==> src/rtl/bank_group_pkg.sv <==
// Shared types and timing defaults for the bank group command sequencer.
// Holds the command opcode and per-bank state encodings.
// cnt_width() sizes the countdown registers from the timing parameters.
package bank_group_pkg;

  typedef enum logic [1:0] {
    ACT = 2'd0,
    RD  = 2'd1,
    WR  = 2'd2,
    PRE = 2'd3
  } cmd_op_e;

  typedef enum logic [1:0] {
    IDLE        = 2'd0,
    ACTIVATING  = 2'd1,
    ACTIVE      = 2'd2,
    PRECHARGING = 2'd3
  } bank_state_e;

  localparam int DEF_BAWIDTH  = 2;
  localparam int DEF_COLWIDTH = 10;
  localparam int DEF_CHWIDTH  = 5;
  localparam int DEF_T_RCD    = 3;
  localparam int DEF_T_RP     = 3;
  localparam int DEF_T_CCD    = 2;

  function automatic int max3(input int a, input int b, input int c);
    int m;
    m = (a > b) ? a : b;
    return (m > c) ? m : c;
  endfunction

  // Countdown width: enough to hold the largest timing value.
  function automatic int cnt_width(input int rcd, input int rp, input int ccd);
    int w;
    w = $clog2(max3(rcd, rp, ccd) + 1);
    return (w < 1) ? 1 : w;
  endfunction

endpackage

==> src/rtl/bank_fsm.sv <==
// One bank's open/closed state machine with its tRCD/tRP countdown.
// Ports: clk, reset (sync, active-high), do_act/do_pre (legal accepted commands),
//        state (current bank state), busy (ACTIVATING or PRECHARGING).
module bank_fsm
  import bank_group_pkg::*;
#(
  parameter int T_RCD = DEF_T_RCD,
  parameter int T_RP  = DEF_T_RP,
  parameter int CW    = 2
) (
  input  logic        clk,
  input  logic        reset,
  input  logic        do_act,
  input  logic        do_pre,
  output bank_state_e state,
  output logic        busy
);

  bank_state_e state_nxt;
  logic [CW-1:0] cnt;
  logic [CW-1:0] cnt_nxt;
  logic [CW-1:0] cnt_dec;

  // Saturating decrement.
  assign cnt_dec = (cnt == '0) ? '0 : cnt - CW'(1);

  always_ff @(posedge clk) begin
    if (reset) begin
      state <= IDLE;
      cnt   <= '0;
    end else begin
      state <= state_nxt;
      cnt   <= cnt_nxt;
    end
  end

  // The count holds the remaining busy cycles after the current one, so the
  // bank leaves its transient state on the cycle the count would hit 0.
  always_comb begin
    state_nxt = state;
    cnt_nxt   = cnt;
    case (state)
      IDLE: begin
        if (do_act) begin
          if (T_RCD <= 1) begin
            state_nxt = ACTIVE;
            cnt_nxt   = '0;
          end else begin
            state_nxt = ACTIVATING;
            cnt_nxt   = CW'(T_RCD - 1);
          end
        end
      end
      ACTIVATING: begin
        cnt_nxt = cnt_dec;
        if (cnt <= CW'(1)) state_nxt = ACTIVE;
      end
      ACTIVE: begin
        if (do_pre) begin
          if (T_RP <= 1) begin
            state_nxt = IDLE;
            cnt_nxt   = '0;
          end else begin
            state_nxt = PRECHARGING;
            cnt_nxt   = CW'(T_RP - 1);
          end
        end
      end
      PRECHARGING: begin
        cnt_nxt = cnt_dec;
        if (cnt <= CW'(1)) state_nxt = IDLE;
      end
      default: begin
        state_nxt = IDLE;
        cnt_nxt   = '0;
      end
    endcase
  end

  assign busy = (state == ACTIVATING) || (state == PRECHARGING);

endmodule

==> src/rtl/bank_group_ctrl.sv <==
// Command sequencer for a bank group: accepts ACT/RD/WR/PRE over valid/ready,
// enforces tRCD/tRP per bank and tCCD across banks, drives per-bank row/column/
// write strobe, flags illegal commands (cmd_err) and signals read data (rd_valid).
// Ports: clk, reset, cmd_valid/cmd_ready/cmd_op/cmd_bank/cmd_row/cmd_col,
//        cmd_err, bank_open, rd_valid, rd_bank, rd_o_wr[], row[], column[].
module bank_group_ctrl
  import bank_group_pkg::*;
#(
  parameter int BAWIDTH  = DEF_BAWIDTH,
  parameter int COLWIDTH = DEF_COLWIDTH,
  parameter int CHWIDTH  = DEF_CHWIDTH,
  parameter int T_RCD    = DEF_T_RCD,
  parameter int T_RP     = DEF_T_RP,
  parameter int T_CCD    = DEF_T_CCD
) (
  input  logic                  clk,
  input  logic                  reset,
  input  logic                  cmd_valid,
  output logic                  cmd_ready,
  input  logic [1:0]            cmd_op,
  input  logic [BAWIDTH-1:0]    cmd_bank,
  input  logic [CHWIDTH-1:0]    cmd_row,
  input  logic [COLWIDTH-1:0]   cmd_col,
  output logic                  cmd_err,
  output logic [2**BAWIDTH-1:0] bank_open,
  output logic                  rd_valid,
  output logic [BAWIDTH-1:0]    rd_bank,
  output logic [0:0]            rd_o_wr [2**BAWIDTH],
  output logic [CHWIDTH-1:0]    row     [2**BAWIDTH],
  output logic [COLWIDTH-1:0]   column  [2**BAWIDTH]
);

  localparam int BANKSPERGROUP = 2**BAWIDTH;
  localparam int CW = cnt_width(T_RCD, T_RP, T_CCD);

  bank_state_e                st [BANKSPERGROUP];
  logic [BANKSPERGROUP-1:0]   busy;
  logic [BANKSPERGROUP-1:0]   do_act;
  logic [BANKSPERGROUP-1:0]   do_pre;
  logic [CW-1:0]              ccd;
  cmd_op_e                    op;
  bank_state_e                tgt;
  logic                       is_rw;
  logic                       accept;
  logic                       legal;
  logic                       act_ok;
  logic                       pre_ok;
  logic                       rw_ok;
  logic                       rd_pend;
  logic [BAWIDTH-1:0]         rd_pend_bank;

  assign op     = cmd_op_e'(cmd_op);
  assign tgt    = st[cmd_bank];
  assign is_rw  = (op == RD) || (op == WR);

  // Transient banks stall everything aimed at them (including illegal
  // commands), so an accepted command only ever sees IDLE or ACTIVE.
  assign cmd_ready = !reset && !busy[cmd_bank] && (!is_rw || (ccd == '0));
  assign accept    = cmd_valid && cmd_ready;

  always_comb begin
    legal = 1'b1;
    case (op)
      ACT:     legal = (tgt == IDLE);
      RD, WR:  legal = (tgt == ACTIVE);
      default: legal = 1'b1;  // PRE to an IDLE bank is a silent no-op
    endcase
  end

  assign act_ok = accept && (op == ACT) && legal;
  assign pre_ok = accept && (op == PRE) && (tgt == ACTIVE);
  assign rw_ok  = accept && is_rw && legal;

  for (genvar b = 0; b < BANKSPERGROUP; b++) begin : g_bank
    assign do_act[b] = act_ok && (cmd_bank == BAWIDTH'(b));
    assign do_pre[b] = pre_ok && (cmd_bank == BAWIDTH'(b));

    bank_fsm #(
      .T_RCD (T_RCD),
      .T_RP  (T_RP),
      .CW    (CW)
    ) u_bank_fsm (
      .clk    (clk),
      .reset  (reset),
      .do_act (do_act[b]),
      .do_pre (do_pre[b]),
      .state  (st[b]),
      .busy   (busy[b])
    );

    assign bank_open[b] = (st[b] == ACTIVE);
  end

  always_ff @(posedge clk) begin
    if (reset) begin
      ccd          <= '0;
      cmd_err      <= 1'b0;
      rd_pend      <= 1'b0;
      rd_pend_bank <= '0;
      rd_valid     <= 1'b0;
      rd_bank      <= '0;
      for (int b = 0; b < BANKSPERGROUP; b++) begin
        rd_o_wr[b] <= 1'b0;
        row[b]     <= '0;
        column[b]  <= '0;
      end
    end else begin
      cmd_err <= accept && !legal;

      // Only legal reads/writes reach the bank group, so only they start tCCD.
      if (rw_ok)            ccd <= CW'(T_CCD - 1);
      else if (ccd != '0)   ccd <= ccd - CW'(1);

      // Read data appears one cycle after the column is presented.
      rd_pend <= rw_ok && (op == RD);
      if (rw_ok && (op == RD)) rd_pend_bank <= cmd_bank;
      rd_valid <= rd_pend;
      if (rd_pend) rd_bank <= rd_pend_bank;

      for (int b = 0; b < BANKSPERGROUP; b++) begin
        rd_o_wr[b] <= 1'(rw_ok && (op == WR) && (cmd_bank == BAWIDTH'(b)));
        if (do_act[b]) row[b] <= cmd_row;
        if (rw_ok && (cmd_bank == BAWIDTH'(b))) column[b] <= cmd_col;
      end
    end
  end

endmodule

==> config.mk <==
export PLATFORM = sky130hd
export DESIGN_NAME = bank_group_ctrl
export DESIGN_NICKNAME = d
export VERILOG_FILES = /design/src/rtl/bank_group_pkg.sv /design/src/rtl/bank_fsm.sv /design/src/rtl/bank_group_ctrl.sv
export SDC_FILE = /design/constraint.sdc
export NUM_CORES = 1
export LEC_CHECK = 0
export BUFFER_PORTS_ARGS = -buffer_cell sky130_fd_sc_hd__buf_2
export CORE_MARGIN = 8
export CORE_UTILIZATION = 48
export CTS_BUF_LIST = sky130_fd_sc_hd__clkbuf_4 sky130_fd_sc_hd__clkbuf_8 sky130_fd_sc_hd__clkbuf_16
export CTS_CLUSTER_SIZE = 24
export DETAILED_ROUTE_END_ITERATION = 10
export GPL_ROUTABILITY_DRIVEN = 0
export PLACE_DENSITY = 0.83
export SLEW_MARGIN = 10
export SYNTH_ARGS = -nofsm -noshare
export SYNTH_HDL_FRONTEND = slang
export SYNTH_SLANG_ARGS = --single-unit
export TNS_END_PERCENT = 5
==> constraint.sdc <==
create_clock -name clk -period 3.3 [get_ports clk]
set_input_delay 0.825 -clock clk [delete_from_list [all_inputs] [get_ports clk]]
set_output_delay 0.825 -clock clk [all_outputs]
set_load 0.1 [all_outputs]
* Word-level counts from Yosys, hierarchy flattened
Cells that the tools add are included.
** Storage, ports and cells
- Register bits :: 89
- Logic and storage cells :: 184
** Cells by class
- Add/subtract/negate cells :: 5
- Magnitude comparators :: 6
- Eq/ne operators :: 35
- Mux-type cells :: 44
- Bitwise operators :: 1
- Reductions and logical operators :: 66
** Operators by type and width (count)
- $mux W2 :: 30
- $ne A2 B1 Y1 const B :: 16
- $pmux W2 S4 :: 4
- $logic_and A1 B1 Y1 :: 28
- $eq A2 B2 Y1 const B :: 13
- $logic_not A2 Y1 :: 12
- $pmux W2 S3 :: 4
- $reduce_and A4 Y1 :: 4
- $eq A2 B1 Y1 const B :: 6
- $reduce_or A2 Y1 :: 6
- $sub A2 B1 Y2 const B :: 5
- $le A2 B1 Y1 const B :: 4
- $reduce_and A2 Y1 :: 4
- $logic_or A1 B1 Y1 :: 6
- $bmux W2 S2 :: 1
- $logic_not A1 Y1 :: 4
- $reduce_bool A2 Y1 :: 2
- $ge A3 B3 Y1 const B :: 1
- $lt A2 B3 Y1 const B :: 1
- $mux W1 :: 3
- $not A2 Y3 :: 1
- $bmux W1 S2 :: 1
- $pmux W1 S2 :: 1

* Logic depth before layout (Yosys ltp)
- Word-level depth :: 13
- Mapped depth :: 10
- Gate-level depth less buffers :: 8

* Hierarchy
From an unflattened synthesis, not the netlist that was laid out.
** Second synthesis, totals
- Cell total of the unflattened synthesis :: 358
- Area, all modules :: 3888.7 um2
** Modules (own cells, without submodules)
- bank_group_ctrl :: instances 1, cells each 247, area each 2837.7 um2
- bank_fsm (g_bank[0].u_bank_fsm ...) :: instances 3, cells each 28, area each 266.5 um2
- bank_fsm (g_bank[3].u_bank_fsm) :: instances 1, cells each 27, area each 251.5 um2

* Least setup slack after synthesis
No wires, ideal clock.
- Kind :: input -> output
- Start :: input port cmd_op[0]
- End :: output port cmd_ready
- Arrival time :: 3.720 ns
- Setup slack :: -1.245 ns
- Stages on the path :: 5
- Path buffers :: 1
- Cell sequence :: inv_1 ha_1 clkbuf_1 a221o_1 nor3_1
** On the way
- Word-level cells in the longest chain between the ends :: 5
** RTL lines
- from (decl) :: RTL line bank_group_ctrl.sv:20 : input logic [1:0] cmd_op,
- $eq A2 B1 Y1 / $eq A2 B2 Y1 (equally long branches) :: RTL line bank_group_ctrl.sv:54 : assign is_rw = (op == RD) || (op == WR);
- $logic_or A1 B1 Y1 (*) :: RTL line bank_group_ctrl.sv:54
- $logic_not A1 Y1 (*) :: RTL line bank_group_ctrl.sv:58 : assign cmd_ready = !reset && !busy[cmd_bank] && (!is_rw || (ccd == '0));
- $logic_or A1 B1 Y1 (*) :: RTL line bank_group_ctrl.sv:58
- $logic_and A1 B1 Y1 (*) :: RTL line bank_group_ctrl.sv:58
- to (decl) :: RTL line bank_group_ctrl.sv:19 : output logic cmd_ready,
Mark *: on every way between the ends. The rest lies on a longest branch, timed or not.

* Final worst setup path
Ends and elaborated chain as after synthesis.

==> out/metrics.csv <==
metric,value,unit
num_vias,3241,
clockPowerShare,32.2,%
fp.dieH,106.1,µm
power.leakage,2.569,nW
cp-end-kind,primary output,
power.switching,0.8476,mW
relSlewSlack,44.89,%
portBuffers,94,
outcome,completed,
synth_cell_types,39,
crit_arrival,2.23,ns
fin_nets,540,
synthTopCellsByArea,"dfxtp_1 (46%), mux2i_1 (17%), ha_1 (8.3%)",
path_buf_inv,4,
maxCapViolCount,0,
yosysMostFrequentCell,dfxtp_1,
path_clk_slew,0.09,ns
peakVddDrop,0.2893,mV
first_pass_iters,4,
rsz0062_at_grt,false,
grt_pass1_vias,3323,
netlist_area,3897,µm²
hold_viol,0,
row_count,33,
start_kind,primary input,
synthFlopType,dfxtp_1,
slowest_delay,0.38,ns
via_per_inst,5.384,
power.density,532.9,nW/µm²
antenna_cells,0,
ioPinCount,95,
fin_tns_setup,0,ns
power,2.542,mW
power_switching_share,33.35,%
synth_largest_area_cell,dfxtp_1,
numCtsBuffers,9,
grt_overflow,0,
wl,9639,µm
crit_family,buffers and inverters,
drt_iter0_markers,154,
hold_path_class,reg2reg,
dp_hpwl,7050,µm
core_area,8051,µm²
cts_tree,built,
synthArstFlopShare,0,%
finalCriticalPeriod,3.052,ns
synth.avg_cell_area,9.968,µm²
fin_crit_sh,92.48,%
die_x,106.1,µm
worst_slew_pin_slew,0.8267,ns
wl_per_cell,16.01,µm
multi_input_area,1968,µm²
slowest_stage,a221o_1,
cts_buffer_depth,2,
root_buffer,clkbuf_8,
clock_latency,0.36,ns
cts_hold_buffers,0,
crit_path_cell_trace,"buf_2, inv_1, ha_1, a221o_1, buf_4, nor3_4, buf_12",
synth-seq-cells,89,
initial_core_util,48.41,%
postRouteAntennaNets,0,
synth_edf_count,0,
drc,0,
synth_top_area_share,45.71,%
seqPwrFrac,46.0,%
synth_common_cells,"dfxtp_1 (89), nor2_1 (72), mux2i_1 (65), ha_1 (26), inv_1 (19)",
h-tree-depth,3,
internal_power,1.694,mW
finalSetupViolations,0,
fillers,680,
synth-seq-area-share,45.71,%
grt_pass1_wl,16100,µm
worstPathRequired,2.47,ns
die-area,11260,µm²
cts_resized,0,
slew_viol_final,0,
layout-drive-gt1-share,26.16,%
max_freq,327.7,MHz
syn_to_final_growth,22.38,%
seq_area,1782,µm²
postCtsSetupBuffers,0,
fin_worst_skew,0.01148,ns
cts_sinks,89,
grtUsageTotal,17.36,%
worstPathMaxFanout,4,
power_frac_comb,21.8,%
grt_antenna_before_repair,0,
syn_nets,439,
grt_max_degree,83,
crit_type,in2out,
yosysWarnings,0,
netlist_instances,391,
[cells in the final DEF (no fill, tap or decap), types with 3 or more instances in the layout]
cell type | synthesis | routed
o41a_1 | 3 | 3
a41oi_1 | 4 | 4
inv_1 | 19 | 19
ha_1 | 26 | 26
o31a_1 | 3 | 3
and2_1 | 3 | 3
o31ai_1 | 9 | 9
dfxtp_1 | 89 | 89
buf_2 | 4 | 93
clkbuf_8 | 0 | 9
a21oi_1 | 10 | 10
o21ai_0 | 6 | 6
nor3_1 | 8 | 7
or4b_1 | 4 | 4
buf_4 | 1 | 15
nand4_1 | 9 | 9
nor4_1 | 3 | 3
nand2_1 | 8 | 8
or4_1 | 6 | 6
nor2b_1 | 6 | 6
inv_6 | 0 | 3
nor2_1 | 72 | 72
mux2i_1 | 65 | 65
[path summary, 6_finish.rpt]
path / from / end / slack [ns] / cells after the start
setup / recovery: cmd_op[0] / cmd_ready / 0.25 / 7
hold / removal: g_bank[0].u_bank_fsm.cnt[1] / g_bank[0].u_bank_fsm.cnt[1] / 0.48 / 2
setup reg to reg: g_bank[0].u_bank_fsm.state[1] / g_bank[2].u_bank_fsm.state[0] / 0.36 / 10
hold reg to reg: g_bank[0].u_bank_fsm.cnt[1] / g_bank[0].u_bank_fsm.cnt[1] / 0.48 / 2
[layer usage]
metal | wire [µm] | global-route usage [%] | up-vias
li1 | - | - | 1568
met1 | 4121 | 20.01 | 1570
met5 | 0 | 0 | -
met3 | 525 | 4.658 | 12
met4 | 140 | 7.236 | 0
met2 | 4851 | 29.76 | 91
[tightest hold or removal path, cell delays in order (launching register included)]
cell,delay (ns)
dfxtp_1,0.32
o31ai_1,0.06
a21oi_1,0.06
[cell families (layout without fill, tap and decap cells)]
logic type,count (synthesis),after routing,synth area share [%]
AO/OA/AOI/OAI,43,43,7.962
XOR/XNOR,1,1,0.2248
adder cells (fa/ha/maj),26,26,8.347
buffers and inverters,38,144,4.077
flip-flops,89,89,45.71
multiplexers,67,67,17.85
AND/OR/NAND/NOR,127,127,15.83
[layout make-up]
type,instances,area share [%]
clock buffers,9,2.597
flip-flops and latches,89,37.36
multi-input cells,264,41.26
well taps,105,2.754
clock inverters,7,1.994
inverters,19,1.495
repair buffers,109,12.54
[registers in the layout (all words and copies together) (netlist names)]
name,count
column,40
g_bank.u_bank_fsm.cnt,8
rd_o_wr,4
rd_valid,1
cmd_err,1
rd_pend_bank,2
ccd,2
rd_bank,2
g_bank.u_bank_fsm.state,8
rd_pend,1
row,20
[power groups by stage]
stage	combinational [mW]	sequential, mW	clock, mW
after CTS	0.553	1.17	0.838
final	0.554	1.17	0.820
after detailed placement	0.548	1.19	0
after floorplan	0.344	1.24	0
after global routing	0.605	1.18	0.886
after global placement	0.527	1.19	0
[through the flow]
step                      hold slack [ns]  cells  util, %  worst slack [ns]  area (µm²)
after floorplan                    0.4437    391        -           0.01140        3909
final                              0.4781    602    59.24            0.2483        4770
after global placement             0.4523    586    56.52           0.07316        4551
after CTS                          0.4854    602    59.24            0.2457        4770
after global routing               0.5118    602    59.24            0.1285        4770
after detailed placement           0.4686    586    56.52          0.001589        4551
(Power assumes the default switching activity.)
